===== config.mk =====
export PLATFORM = sky130hd
export DESIGN_NAME = spi_reg_bridge
export DESIGN_NICKNAME = d
export VERILOG_FILES = /design/src/rtl/spi_reg_bridge.sv
export SDC_FILE = /design/constraint.sdc
export NUM_CORES = 1
export LEC_CHECK = 0
export CORE_MARGIN = 1
export CORE_UTILIZATION = 39
export DETAILED_ROUTE_END_ITERATION = 12
export GPL_TIMING_DRIVEN = 0
export PLACE_DENSITY = 0.68
export SETUP_SLACK_MARGIN = 0.2
export SYNTH_ARGS = -nofsm -noshare
export SYNTH_HDL_FRONTEND = slang
export SYNTH_SLANG_ARGS = --single-unit

===== constraint.sdc =====
create_clock -name clk -period 2.7 [get_ports clk]
set_input_delay 0.81 -clock clk [delete_from_list [all_inputs] [get_ports clk]]
set_output_delay 0.81 -clock clk [all_outputs]
set_load 0.05 [all_outputs]

===== src/rtl/spi_reg_bridge.sv =====
// spi_reg_bridge: turns framed SPI byte traffic (cmd, addr, data words) into
// req/ack register-bus reads and writes. It supports burst auto-increment and
// sticky overrun/underrun flags. Words travel MSB byte first.
module spi_reg_bridge #(
  parameter int DATA_W = 16,
  parameter int ADDR_W = 8
) (
  input  logic              clk,
  input  logic              rst,
  input  logic              frame_active,
  input  logic              rx_valid,
  input  logic [7:0]        rx_byte,
  output logic [7:0]        tx_byte,
  output logic              bus_req,
  output logic              bus_we,
  output logic [ADDR_W-1:0] bus_addr,
  output logic [DATA_W-1:0] bus_wdata,
  input  logic [DATA_W-1:0] bus_rdata,
  input  logic              bus_ack,
  output logic              busy,
  output logic              err_overrun,
  output logic              err_underrun
);

  localparam int NBYTES = DATA_W / 8;
  localparam int CNT_W  = (NBYTES > 1) ? $clog2(NBYTES) : 1;
  localparam logic [CNT_W-1:0] LAST_BYTE = CNT_W'(NBYTES - 1);

  typedef enum logic [2:0] {
    S_IDLE,
    S_CMD,
    S_ADDR,
    S_WR,
    S_RD,
    S_DISCARD
  } state_t;

  state_t state, state_next;

  logic              cmd_we, cmd_incr;
  logic [ADDR_W-1:0] addr;
  logic [CNT_W-1:0]  byte_cnt;
  logic [DATA_W-1:0] wr_shift;
  logic [DATA_W-1:0] rd_buf;
  logic              rd_ready;
  logic              rd_pend;
  logic              tx_upd;

  logic              rx_accept, frame_start, cmd_ok, word_done;
  logic              wr_issue, wr_drop, rd_trigger, rd_issue;
  logic              ack_now, rd_ack, rd_ack_rd, rd_have, underrun;
  logic [ADDR_W-1:0] rx_addr, issue_addr;
  logic [DATA_W-1:0] wr_word, rd_src;
  logic [7:0]        rd_byte;

  assign busy = bus_req;

  // State register: the frame decoder restarts from IDLE on reset.
  always_ff @(posedge clk or posedge rst) begin
    if (rst) state <= S_IDLE;
    else     state <= state_next;
  end

  // Next state: a frame fall returns to IDLE from anywhere, else walk cmd/addr/data.
  always_comb begin
    state_next = state;
    if (state != S_IDLE && !frame_active) begin
      state_next = S_IDLE;
    end else begin
      case (state)
        S_IDLE:  if (frame_active) state_next = S_CMD;
        S_CMD:   if (rx_valid) state_next = cmd_ok ? S_ADDR : S_DISCARD;
        S_ADDR:  if (rx_valid) state_next = cmd_we ? S_WR : S_RD;
        default: state_next = state;
      endcase
    end
  end

  // Decode: byte acceptance, word completion and bus issue/drop/underrun events.
  always_comb begin
    rx_accept   = rx_valid && frame_active;
    frame_start = (state == S_IDLE) && frame_active;
    cmd_ok      = (rx_byte[5:0] == 6'd0);
    rx_addr     = rx_byte[ADDR_W-1:0];
    word_done   = rx_accept && (byte_cnt == LAST_BYTE);
    wr_word     = DATA_W'({wr_shift, rx_byte});
    wr_issue    = (state == S_WR) && word_done && !bus_req;
    wr_drop     = (state == S_WR) && word_done && bus_req;
    rd_trigger  = rx_accept && (((state == S_ADDR) && !cmd_we) ||
                                ((state == S_RD) && (byte_cnt == LAST_BYTE)));
    rd_issue    = !bus_req && (rd_trigger ||
                               (rd_pend && (state == S_RD) && frame_active));
    issue_addr  = (state == S_ADDR) ? rx_addr : addr;
    ack_now     = bus_req && bus_ack;
    rd_ack      = ack_now && !bus_we;
    rd_ack_rd   = rd_ack && (state == S_RD) && !rd_pend;
    rd_have     = rd_ack_rd || rd_ready;
    rd_src      = rd_ack_rd ? bus_rdata : rd_buf;
    rd_byte     = 8'((rd_src << {byte_cnt, 3'b000}) >> (DATA_W - 8));
    underrun    = (state == S_RD) && tx_upd && frame_active && !rd_have;
  end

  // Command flags and the running word address, incremented per issued word.
  always_ff @(posedge clk or posedge rst) begin
    if (rst) begin
      cmd_we   <= 1'b0;
      cmd_incr <= 1'b0;
      addr     <= '0;
    end else begin
      if (state == S_CMD && rx_accept && cmd_ok) begin
        cmd_we   <= rx_byte[7];
        cmd_incr <= rx_byte[6];
      end
      if (state == S_ADDR && rx_accept) begin
        addr <= (rd_issue && cmd_incr) ? rx_addr + ADDR_W'(1) : rx_addr;
      end else if ((wr_issue || rd_issue) && cmd_incr) begin
        addr <= addr + ADDR_W'(1);
      end
    end
  end

  // Byte position within the current word and write-word assembly.
  always_ff @(posedge clk or posedge rst) begin
    if (rst) begin
      byte_cnt <= '0;
      wr_shift <= '0;
    end else begin
      if (frame_start || (state == S_ADDR && rx_accept)) begin
        byte_cnt <= '0;
      end else if ((state == S_WR || state == S_RD) && rx_accept) begin
        byte_cnt <= (byte_cnt == LAST_BYTE) ? '0 : byte_cnt + CNT_W'(1);
      end
      if (state == S_WR && rx_accept) wr_shift <= wr_word;
    end
  end

  // Bus master: one outstanding transaction, address/data held after completion.
  always_ff @(posedge clk or posedge rst) begin
    if (rst) begin
      bus_req   <= 1'b0;
      bus_we    <= 1'b0;
      bus_addr  <= '0;
      bus_wdata <= '0;
      rd_pend   <= 1'b0;
    end else begin
      if (ack_now) bus_req <= 1'b0;
      if (wr_issue) begin
        bus_req   <= 1'b1;
        bus_we    <= 1'b1;
        bus_addr  <= addr;
        bus_wdata <= wr_word;
      end else if (rd_issue) begin
        bus_req  <= 1'b1;
        bus_we   <= 1'b0;
        bus_addr <= issue_addr;
      end
      if (rd_issue)                rd_pend <= 1'b0;
      else if (rd_trigger)         rd_pend <= 1'b1;
      else if (state != S_RD)      rd_pend <= 1'b0;
    end
  end

  // Read side: capture read data and present the next byte after each rx byte.
  always_ff @(posedge clk or posedge rst) begin
    if (rst) begin
      rd_buf   <= '0;
      rd_ready <= 1'b0;
      tx_upd   <= 1'b0;
      tx_byte  <= 8'h00;
    end else begin
      if (rd_ack) rd_buf <= bus_rdata;
      if (frame_start || rd_trigger) rd_ready <= 1'b0;
      else if (rd_ack_rd)            rd_ready <= 1'b1;
      tx_upd <= rx_accept && (((state == S_ADDR) && !cmd_we) || (state == S_RD));
      if (state != S_RD)                tx_byte <= 8'h00;
      else if (tx_upd && frame_active)  tx_byte <= rd_have ? rd_byte : 8'h00;
    end
  end

  // Sticky error flags, cleared when a new frame begins.
  always_ff @(posedge clk or posedge rst) begin
    if (rst) begin
      err_overrun  <= 1'b0;
      err_underrun <= 1'b0;
    end else if (frame_start) begin
      err_overrun  <= 1'b0;
      err_underrun <= 1'b0;
    end else begin
      if (wr_drop)  err_overrun  <= 1'b1;
      if (underrun) err_underrun <= 1'b1;
    end
  end

endmodule


After elaboration in Yosys (flattened, before gate mapping)

Index checks and enable logic that the tools add are counted.

Bits in registers: 77
Bits of input ports: 29
Output and inout port bits: 37
Word-level logic and storage cells: 120

Add/sub/neg operators: 3
Equal/unequal tests: 8
Shifts and indexed selects: 1
Muxes and demuxes: 34
Reductions and logical operators: 57

Operators by type and width:

| kind                                                | number |
|---|---|
| two-way mux 8 bit                                   | 9 |
| logical AND 1 bit                                   | 29 |
| two-way mux 3 bit                                   | 6 |
| two-way mux 1 bit                                   | 17 |
| adder 8 x 1 -> 8 bit, second input constant         | 2 |
| two-way mux 16 bit                                  | 1 |
| left shift 16 x 4 -> 16 bit                         | 1 |
| nonzero test 2 bit                                  | 7 |
| != test 3 bit, second input constant                | 4 |
| case mux 3 bit (3 select lines)                     | 1 |
| nonzero test 3 bit                                  | 3 |
| logical OR 1 bit                                    | 8 |
| equality test 3 x 2 -> 1 bit, second input constant | 2 |
| logical NOT 1 bit                                   | 6 |
| logical NOT 6 bit                                   | 1 |
| AND reduction 4 bit                                 | 1 |
| nonzero test 4 bit                                  | 1 |
| equality test 3 x 1 -> 1 bit, second input constant | 1 |
| equality test 3 bit, second input constant          | 1 |
| logical NOT 3 bit                                   | 1 |
| adder 1 bit, second input constant                  | 1 |

Depth between registers and ports, before layout

Word-level depth: 10
Gate-level depth with buffers: 8
Mapped depth without buffers: 6

Least setup slack after synthesis

No wires, ideal clock.

Path type: input-to-reg
Start point: input port frame_active
End point: register bus_wdata[0]
Library setup time: 125 ps
Arrival time: 1953 ps
Required time: 2575 ps
Path slack: 622 ps
Cell stages on the path: 5
Buffers on the path: 1
Path through: nand3_2 -> or3_4 -> nor2_8 -> buf_6 -> mux2_2

Cells in the longest elaborated chain, start to end: 4

RTL lines:

| what                            | line | source |
|---|---|---|
| from (decl)                     | 10   | `input logic frame_active,` |
| logical AND 1 bit               | 81   | `rx_accept = rx_valid && frame_active;` |
| logical AND 1 bit               | 85   | `word_done = rx_accept && (byte_cnt == LAST_BYTE);` |
| logical AND 1 bit (2 in series) | 87   | `wr_issue = (state == S_WR) && word_done && !bus_req;` |
| to (signal assigned)            | 151  | `bus_wdata <= wr_word;` |
| to (decl)                       | 17   | `output logic [DATA_W-1:0] bus_wdata,` |

Every way passes these cells.
A chain may end at the register's enable or synchronous reset.

Final worst setup path

Start point: input port rx_byte[5]
End point: register cmd_incr

Cells in the longest elaborated chain, start to end: 2

RTL lines:

| what                 | line | source |
|---|---|---|
| from (decl)          | 12   | `input logic [7:0] rx_byte,` |
| logical NOT 6 bit    | 83   | `cmd_ok = (rx_byte[5:0] == 6'd0);` |
| logical AND 1 bit    | 110  | `if (state == S_CMD && rx_accept && cmd_ok) begin` |
| to (signal assigned) | 112  | `cmd_incr <= rx_byte[6];` |
| to (decl)            | 40   | `logic cmd_we, cmd_incr;` |

Every way passes these cells.

==> impl_metrics.py <==
metrics = {
    "outcome": {
        "status": "complete, no violations",
    },
    "floorplan": {
        "fp.dieW_um": 100,
        "start_util_pct": 40.5,
        "die-area_um2": 10100,
        "die_h_um": 100,
        "rows": 35,
        "coreArea_um2": 9330,
        "num_io_pins": 66,
    },
    "synthesis": {
        "synth.top_cells.by_area": "dfrtp_1 (51%), mux2_2 (13%), mux4_2 (4.8%)",
        "syn_nets": 326,
        "synth-seq-cells": 77,
        "synth_edf_count": 0,
        "syn_inst": 294,
        "yosys.area_share.xor_xnor_pct": 3.25,
        "synth_flop_cell": "dfrtp_1",
        "synth.distinct_cells": 51,
        "synth_fa_ha_area_share_pct": 0.994,
        "synth.avg_cell_area_um2": 12.8,
        "ys_seq_area_share_pct": 51.0,
        "synth_compound_area_share_pct": 8.18,
        "synth_top_family_by_area": "multiplexers",
        "synthMuxAreaShare_pct": 21.3,
        "synth_top_area_share_pct": 51.0,
        "synth_simple_gate_area_share_pct": 12.4,
        "netlist_area_um2": 3780,
        "synthArstFlopShare_pct": 100,
        "yosysWarnings": 0,
        "yosysTopAreaCell": "dfrtp_1",
    },
    "clock_network": {
        "numClockSinks": 77,
        "clock-root-buffer": "clkbuf_8",
        "clockBufferDepth": 2,
        "htreeDepth": 3,
        "cts_buffers": 9,
        "clk_pin_slew_ps": 80,
        "clk_latency_ps": 350,
        "cts_tree": "built",
    },
    "routing": {
        "ant_nets": 0,
        "route.detailed.drc": 0,
        "first_pass_iters": 4,
        "vias": 2544,
        "first_iter_violations": 73,
        "viasPerCell": 5.03,
        "wl_per_cell_um": 15.8,
        "routed_wl_um": 7990,
    },
    "timing": {
        "finClkSkew_ps": 11.2,
        "maxSlewHeadroom_pct": 49.9,
        "post-route-min-period_ps": 2440,
        "fmax_mhz": 410,
        "drv_slew": 0,
        "rsz0062_at_grt": "false",
        "tightest_slew_ps": 752,
        "post-route-period-util_pct": 90.2,
        "finalWorstSetupSlack_ps": 264,
        "hold_violations": 0,
        "finalSetupViolations": 0,
    },
    "power": {
        "leakagePower_nw": 2.14,
        "p_per_area_nw_per_um2": 703,
        "ir_drop_v": 0.000302,
        "p_total_mw": 3.39,
    },
    "setup_path": {
        "endpoint_kind": "flip-flop",
        "path_class": "in -> reg",
        "worstPathRequired_ps": 2940,
        "worstSetupStartpointType": "primary input",
        "ff2ff_setup_slack_ps": 760,
        "reg2reg_to": "tx_byte[7]",
        "r2r-start": "bus_req",
        "cp_max_fo": 7,
        "r2r_cells": 6,
        "worstPathArrival_ps": 2670,
    },
    "cells_and_area": {
        "n_antenna_cell": 0,
        "drive_above_1_share_pct": 25.7,
        "n_fill_cell": 842,
        "fin_nets": 404,
        "fin_util_pct": 51.7,
        "syn2layout_area_growth_pct": 27.6,
    },
    "global_routing": {
        "grt_use_total_pct": 17.4,
        "overflow": 0,
        "antenna_found_initial": 0,
        "grt_pass1_wl_um": 13400,
        "grt_start_max_net_pins": 29,
        "grt_pass1_vias": 2705,
    },
    "placement": {
        "dp_slack_ps": -215,
        "gp_congestion": 0.790,
        "dp_hpwl_um": 5870,
        "portBuffers": 65,
    },
    "worst_hold_path": {
        "whs_endpoint": "cmd_incr",
        "hold-path-cell-count": 1,
        "hp-class": "reg -> reg",
        "min-delay-start": "cmd_incr",
    },
    "run": {
        "max-cap-violations": 0,
    },
}
-- critical path: stages --
cell             delay (ps)
clkdlybuf4s50_1         590
nor4_1                  370
nand2_1                 150
nor2_1                  170
and3_1                  230
mux2_2                  340
-- sequential cells by signal (all words and copies together) (netlist names), 3 cells and up --
| signal | flops |
|---|---|
| wr_shift | 8 |
| rd_buf | 16 |
| bus_addr | 8 |
| bus_wdata | 16 |
| tx_byte | 8 |
| addr | 8 |
| state | 3 |
-- layer usage --
layer	up-vias	part of all wire [%]	global-route usage, %
met1	1259	48	23.3
li1	1221	-	-
met3	10	3.0	2.79
met4	0	1.7	7.80
met5	-	0	0
met2	54	48	27.8
-- placed cells by master (no fill, tap or decap), types with 3 or more instances in the layout --
cell type | netlist | layout
nand3_1 | 7 | 7
o21ai_0 | 7 | 7
clkbuf_8 | 0 | 10
nor3_1 | 4 | 4
clkbuf_1 | 3 | 3
buf_6 | 4 | 4
clkdlybuf4s50_1 | 0 | 62
a21oi_1 | 16 | 16
dfrtp_1 | 77 | 77
a22o_1 | 8 | 8
and3_1 | 5 | 5
inv_1 | 7 | 6
mux2_2 | 42 | 42
mux2i_1 | 15 | 15
nand3_2 | 3 | 3
ha_1 | 3 | 3
nor2b_1 | 3 | 3
mux4_2 | 8 | 8
clkinvlp_4 | 0 | 4
nand2_2 | 3 | 3
nand4_1 | 5 | 5
xor2_1 | 13 | 13
nand2_1 | 9 | 9
nor2_1 | 17 | 17
-- per-stage QoR --
stage | TNS [ps] | hold WS (ps) | cells | instance area, µm²
after global placement | -5610 | 481 | 488 | 4590
final | 0 | 502 | 506 | 4820
after CTS | 0 | 507 | 506 | 4810
after global routing | 0 | 524 | 506 | 4820
after detailed placement | -4170 | 488 | 490 | 4630
after floorplan | 0 | 473 | 294 | 3780
-- how the worst max path moves through the flow --
stage	start	end	slack, ps	cells after the start
after floorplan	frame_active	bus_wdata[0]	620	5
after global placement	rx_valid	bus_wdata[15]	-240	6
after detailed placement	rx_valid	bus_wdata[2]	-210	6
after CTS	bus_req	busy	200	2
after global routing	rx_byte[5]	cmd_incr	210	6
final	rx_byte[5]	cmd_incr	260	6
-- timing repair --
action / 4_1_cts / 5_1_grt
hold buffers: 0 / 0
cloned: 0 / 0
buffers inserted: 0 / 0
setup endpoints to repair: 9 / 25
resized for setup: 1 / 2
-- report_power, final --
group	total [mW]	internal [mW]	switching, mW
combinational	1.11	0.514	0.600
clock	0.810	0.363	0.447
sequential	1.47	1.36	0.103
-- synthesized netlist by cell type (2+ instances only) --
master and n:
dfrtp_1 77, mux2_2 42, nor2_1 17, a21oi_1 16
mux2i_1 15, xor2_1 13, nand2_1 9, a22o_1 8
mux4_2 8, inv_1 7, nand3_1 7, o21ai_0 7
and3_1 5, nand4_1 5, buf_6 4, nor3_1 4
clkbuf_1 3, ha_1 3, nand2_2 3, nand3_2 3
nor2b_1 3, a21o_1 2, a21oi_2 2, buf_1 2
buf_4 2, nand2b_1 2
-- cell type report --
class	instances	area (µm²)	share of cell area (%)
Sequential cell	77	1930	40.0
Multi-Input combinational cell	198	1740	36.1
Timing Repair Buffer	67	694	14.4
Tap cell	129	161	3.35
Clock buffer	10	138	2.86
Buffer	12	83.8	1.74
Clock inverter	6	45.0	0.935
Inverter	7	30.0	0.623
-- cell families after synthesis --
family,count (synthesis)
adders and majority gates,3
xor gates and xnor gates,14
DFF,77
buffers and inverters,19
muxes,65
and+or+nand+nor,74
AOI/OAI and AO/OA,42
Note: power is estimated with default switching activity, not from simulation.
